## config.mk

```make
export PLATFORM = sky130hd
export DESIGN_NAME = sad_column_builder
export DESIGN_NICKNAME = d
export VERILOG_FILES = /design/src/rtl/sad_column_builder.sv
export SDC_FILE = /design/constraint.sdc
export NUM_CORES = 1
export LEC_CHECK = 0
export CAP_MARGIN = 20
export CORE_ASPECT_RATIO = 0.75
export CORE_MARGIN = 4
export CORE_UTILIZATION = 40
export DETAILED_ROUTE_END_ITERATION = 16
export PLACE_DENSITY = 0.74
export SKIP_LAST_GASP = 1
export SYNTH_ARGS = -nofsm -noshare
export SYNTH_HDL_FRONTEND = slang
export SYNTH_SLANG_ARGS = --single-unit
```

## constraint.sdc

```tcl
create_clock -name clk -period 3.7 [get_ports clk]
set_clock_uncertainty 0.2 [all_clocks]
set_input_delay 1.11 -clock clk [delete_from_list [all_inputs] [get_ports clk]]
set_output_delay 1.11 -clock clk [all_outputs]
set_load 0.05 [all_outputs]
```

## src/rtl/sad_column_builder.sv

```systemverilog
// sad_column_builder: packs XOR difference bits of two pixel streams into columns for the popcount adder
// Ports:
//   clk, rst_n            rising-edge clock, asynchronous active-low reset
//   clear                 synchronous abort of the partially assembled column
//   in_valid/in_ready     beat handshake; in_cur/in_ref carry NBEAT_W pixel bits each
//   out_valid/out_ready   column handshake; out_col holds NDATA_IN difference bits
//   out_idx               column index, only when COLBUILD_IDX_EN is defined
// Optional feature macro: COLBUILD_IDX_EN
module sad_column_builder #(
    parameter int NDATA_IN = 100,
    parameter int NBEAT_W  = 10,
    parameter int NCOL     = 64
) (
    input  logic                clk,
    input  logic                rst_n,
    input  logic                clear,
    input  logic                in_valid,
    output logic                in_ready,
    input  logic [NBEAT_W-1:0]  in_cur,
    input  logic [NBEAT_W-1:0]  in_ref,
    output logic                out_valid,
    input  logic                out_ready,
    output logic [NDATA_IN-1:0] out_col
`ifdef COLBUILD_IDX_EN
    ,
    output logic [$clog2(NCOL)-1:0] out_idx
`endif
);
    localparam int NBEAT = NDATA_IN / NBEAT_W;
    localparam int BCNT_W = (NBEAT > 1) ? $clog2(NBEAT) : 1;
    localparam logic [BCNT_W-1:0] LAST = BCNT_W'(NBEAT - 1);

    if ((NDATA_IN % NBEAT_W) != 0 || NCOL < 1) begin : g_bad_cfg
        $error("sad_column_builder: NDATA_IN must be a multiple of NBEAT_W and NCOL >= 1");
    end

    logic [BCNT_W-1:0]   cnt_q, cnt_d;
    logic [NDATA_IN-1:0] asm_q, asm_d;
    logic [NDATA_IN-1:0] out_col_q, out_col_d;
    logic                out_valid_q, out_valid_d;
    logic [NBEAT_W-1:0]  diff;
    logic                last, accept, load;

    assign diff     = in_cur ^ in_ref;
    assign last     = cnt_q == LAST;
    // Only the last-beat slot can stall: it needs the output register free.
    assign in_ready = !last || !out_valid_q || out_ready;
    assign accept   = in_valid && in_ready && !clear;
    assign load     = accept && last;

    always_comb begin
        asm_d = asm_q;
        for (int k = 0; k < NBEAT; k++)
            if (accept && cnt_q == BCNT_W'(k))
                asm_d[k*NBEAT_W +: NBEAT_W] = diff;
        cnt_d       = clear ? '0 : !accept ? cnt_q : last ? '0 : cnt_q + 1'b1;
        out_valid_d = load || (out_valid_q && !out_ready);
        // asm_d already carries the last slice, so the column bypasses asm_q.
        out_col_d   = load ? asm_d : out_col_q;
    end

    always_ff @(posedge clk or negedge rst_n) begin
        if (!rst_n) begin
            cnt_q       <= '0;
            asm_q       <= '0;
            out_col_q   <= '0;
            out_valid_q <= 1'b0;
        end else begin
            cnt_q       <= cnt_d;
            asm_q       <= asm_d;
            out_col_q   <= out_col_d;
            out_valid_q <= out_valid_d;
        end
    end

    assign out_valid = out_valid_q;
    assign out_col   = out_col_q;

`ifdef COLBUILD_IDX_EN
    localparam int IDX_W = $clog2(NCOL);

    logic [IDX_W-1:0] idx_q, idx_d, out_idx_q, out_idx_d;

    always_comb begin
        idx_d     = clear ? '0 : !load ? idx_q : (idx_q == IDX_W'(NCOL - 1)) ? '0 : idx_q + 1'b1;
        out_idx_d = load ? idx_q : out_idx_q;
    end

    always_ff @(posedge clk or negedge rst_n) begin
        if (!rst_n) begin
            idx_q     <= '0;
            out_idx_q <= '0;
        end else begin
            idx_q     <= idx_d;
            out_idx_q <= out_idx_d;
        end
    end

    assign out_idx = out_idx_q;
`endif
endmodule

```

==> metrics.yaml <==
start_util: 0.409
ios: 127
drt_pass1_iterations: 4
reg2regPathDepth: 4
path_buf_inv: 2
via_count: 4353
drt_wl_total_um: 17000
power.leakage_nw: 5.18
hold_path.class: "flip-flop to flip-flop"
fp.dieW_um: 171
avgSynthCellArea_um2: 15.9
synth.most_common_cell: "dfrtp_1"
fmax_mhz: 284
hold_buffers: 0
r2r_end: "out_col[24]"
row_count: 44
holdPathStages: 1
startpoint_type: "input port"
io_buffers: 126
timing.rr.start: "cnt_q[1]"
yosys_most_used_dff: "dfrtp_1"
wl_met2_um: 8070
finalHoldViolations: 0
die_area_mm2: 0.0222
synthTopCellsByCount: "dfrtp_1, mux2_2, mux2_4, nor2_1"
p_total_mw: 4.62
place_ws_ps: 170
regToRegSetupSlack_ps: 1560
crit_family: "buffers and inverters"
synth_seq_cells: 195
grt_pass1_wl_um: 26400
synth_cell_types: 31
crit_path_end_kind: "primary output"
drtIter0Drc: 247
post_cts_resize_count: 0
core-area_mm2: 0.0194
status: "finished clean"
syn_inst: 499
crit_slowest_cell: "clkdlybuf4s50_1"
die_y_um: 130
synthArstFlopShare: 1.00
yosysTopAreaCell: "dfrtp_1"
hold_path_end: "out_col[82]"
clk_latency_ps: 420
via_per_inst: 4.85
drcViolationCount: 0
synth_area_mm2: 0.00795
syn_to_final_growth_pct: 27.9
synth_fp_nets: 524
setup_violations: 0
wl_met3_um: 771
fillers: 1579
critPathMaxStageDelay_ps: 450
grt_max_degree: 88
worstPathMaxFanout: 3
slew_headroom: 0.394
cts_setup_buffers: 0
ant_nets: 0
first_global_vias: 4671
tightest_slew_ps: 908
wl_met1_um: 8030
powerDensity_mw_per_mm2: 455
synth_edf_count: 0
cp_cell_sequence: "clkdlybuf4s50_1 -> nand2b_1 -> nand3b_1 -> buf_12"
setup_ws_ps: 184
fin_crit_sh: 0.950
period_needed_ps: 3520
synth_warnings: 0
dr.max_layer_used: "met4"
min_from: "asm_q[82]"
clkSinkCount: 195
diodes: 0
dpl.hpwl_um: 11200
wire_per_inst_um: 18.9
cts_buffers: 17
maxSlewViolCount: 0
clk_path_buf_depth: 2
antenna_found_initial: 1
root_buffer: "clkbuf_16"
rsz0062_at_grt: "no"
grt_use_total: 0.157
yosysSeqAreaShare: 0.614
finalNetCount: 657
cp_data_required_time_ps: 2390
setup.worst_path.class: "input port to primary output"
cp.arrival_ps: 2210
gp_congestion: 0.753
maxCapViolCount: 0
drive_above_1_share: 0.366
setup_tns_ps: 0
post-synth-top-area-fraction: 0.614
overflow: 0
cts_tree: "built"
irDropWorstVdd_mv: 0.262
cts_max_level: 4
clk_pin_slew_ps: 70
synth_area_leaders: "dfrtp_1, mux2_2, mux2_4"
fin_util: 0.523
## sequential cells by signal (all words and copies together), names as in the netlist
signal,cells
out_col,100
asm_q,90
cnt_q,4
out_valid,1
## metal layers
layer	GRT usage	vias to the layer above
li1	-	1976
met1	0.217	2269
met2	0.253	98
met3	0.0385	10
met4	0.0385	0
met5	0	-
## stage by stage
step                area, um^2  instances  hold slack, ps
finish                   10200        898             302
global route             10200        898             309
CTS                      10200        898             306
detailed placement        9540        866             289
global placement          9540        866             282
floorplan                 7950        499             275
## kinds of logic after synthesis
group / after synthesis / share of synthesized area
muxes: 190 / 0.299
buffers and inverters: 50 / 0.0356
xor gates and xnor gates: 12 / 0.0132
and+or+nand+nor: 48 / 0.0349
AOI/OAI and AO/OA: 4 / 0.00378
DFF: 195 / 0.614
## area by class of cell
cell class | instances | area (um^2) | share of cell area
Sequential cell | 195 | 4880 | 0.480
Multi-Input combinational cell | 254 | 2810 | 0.276
Timing Repair Buffer | 144 | 1460 | 0.144
Clock buffer | 19 | 453 | 0.0446
Tap cell | 253 | 317 | 0.0311
Clock inverter | 13 | 170 | 0.0167
Inverter | 20 | 75.1 | 0.00739
## power breakdown
part	switching [mW]	internal, mW
sequential	0.0725	2.27
combinational	0.174	0.167
clock	0.828	1.11
## worst max-delay path by stage
| stage | startpoint | end | slack, ps | cells after the start |
|---|---|---|---|---|
| after global routing | out_ready | in_ready | 130 | 4 |
| after global placement | out_ready | in_ready | 180 | 4 |
| after CTS | out_ready | in_ready | 170 | 4 |
| final | out_ready | in_ready | 180 | 4 |
| after floorplan | out_ready | in_ready | 590 | 2 |
| after detailed placement | out_ready | in_ready | 170 | 4 |
## layout by cell type, fill, tap and decap left out, drive strengths merged, types with 2 or more instances in the layout
cell	synthesis	layout
and2b	3	3
and3	2	2
buf	18	19
bufinv	0	3
clkbuf	12	20
clkdlybuf4s50	0	124
clkinv	0	4
dfrtp	195	195
inv	20	25
mux2	170	170
mux2i	20	20
nand2	10	10
nand3	2	2
nor2	23	23
xor2	12	12
Note: power is estimated with default switching activity, not from simulation.
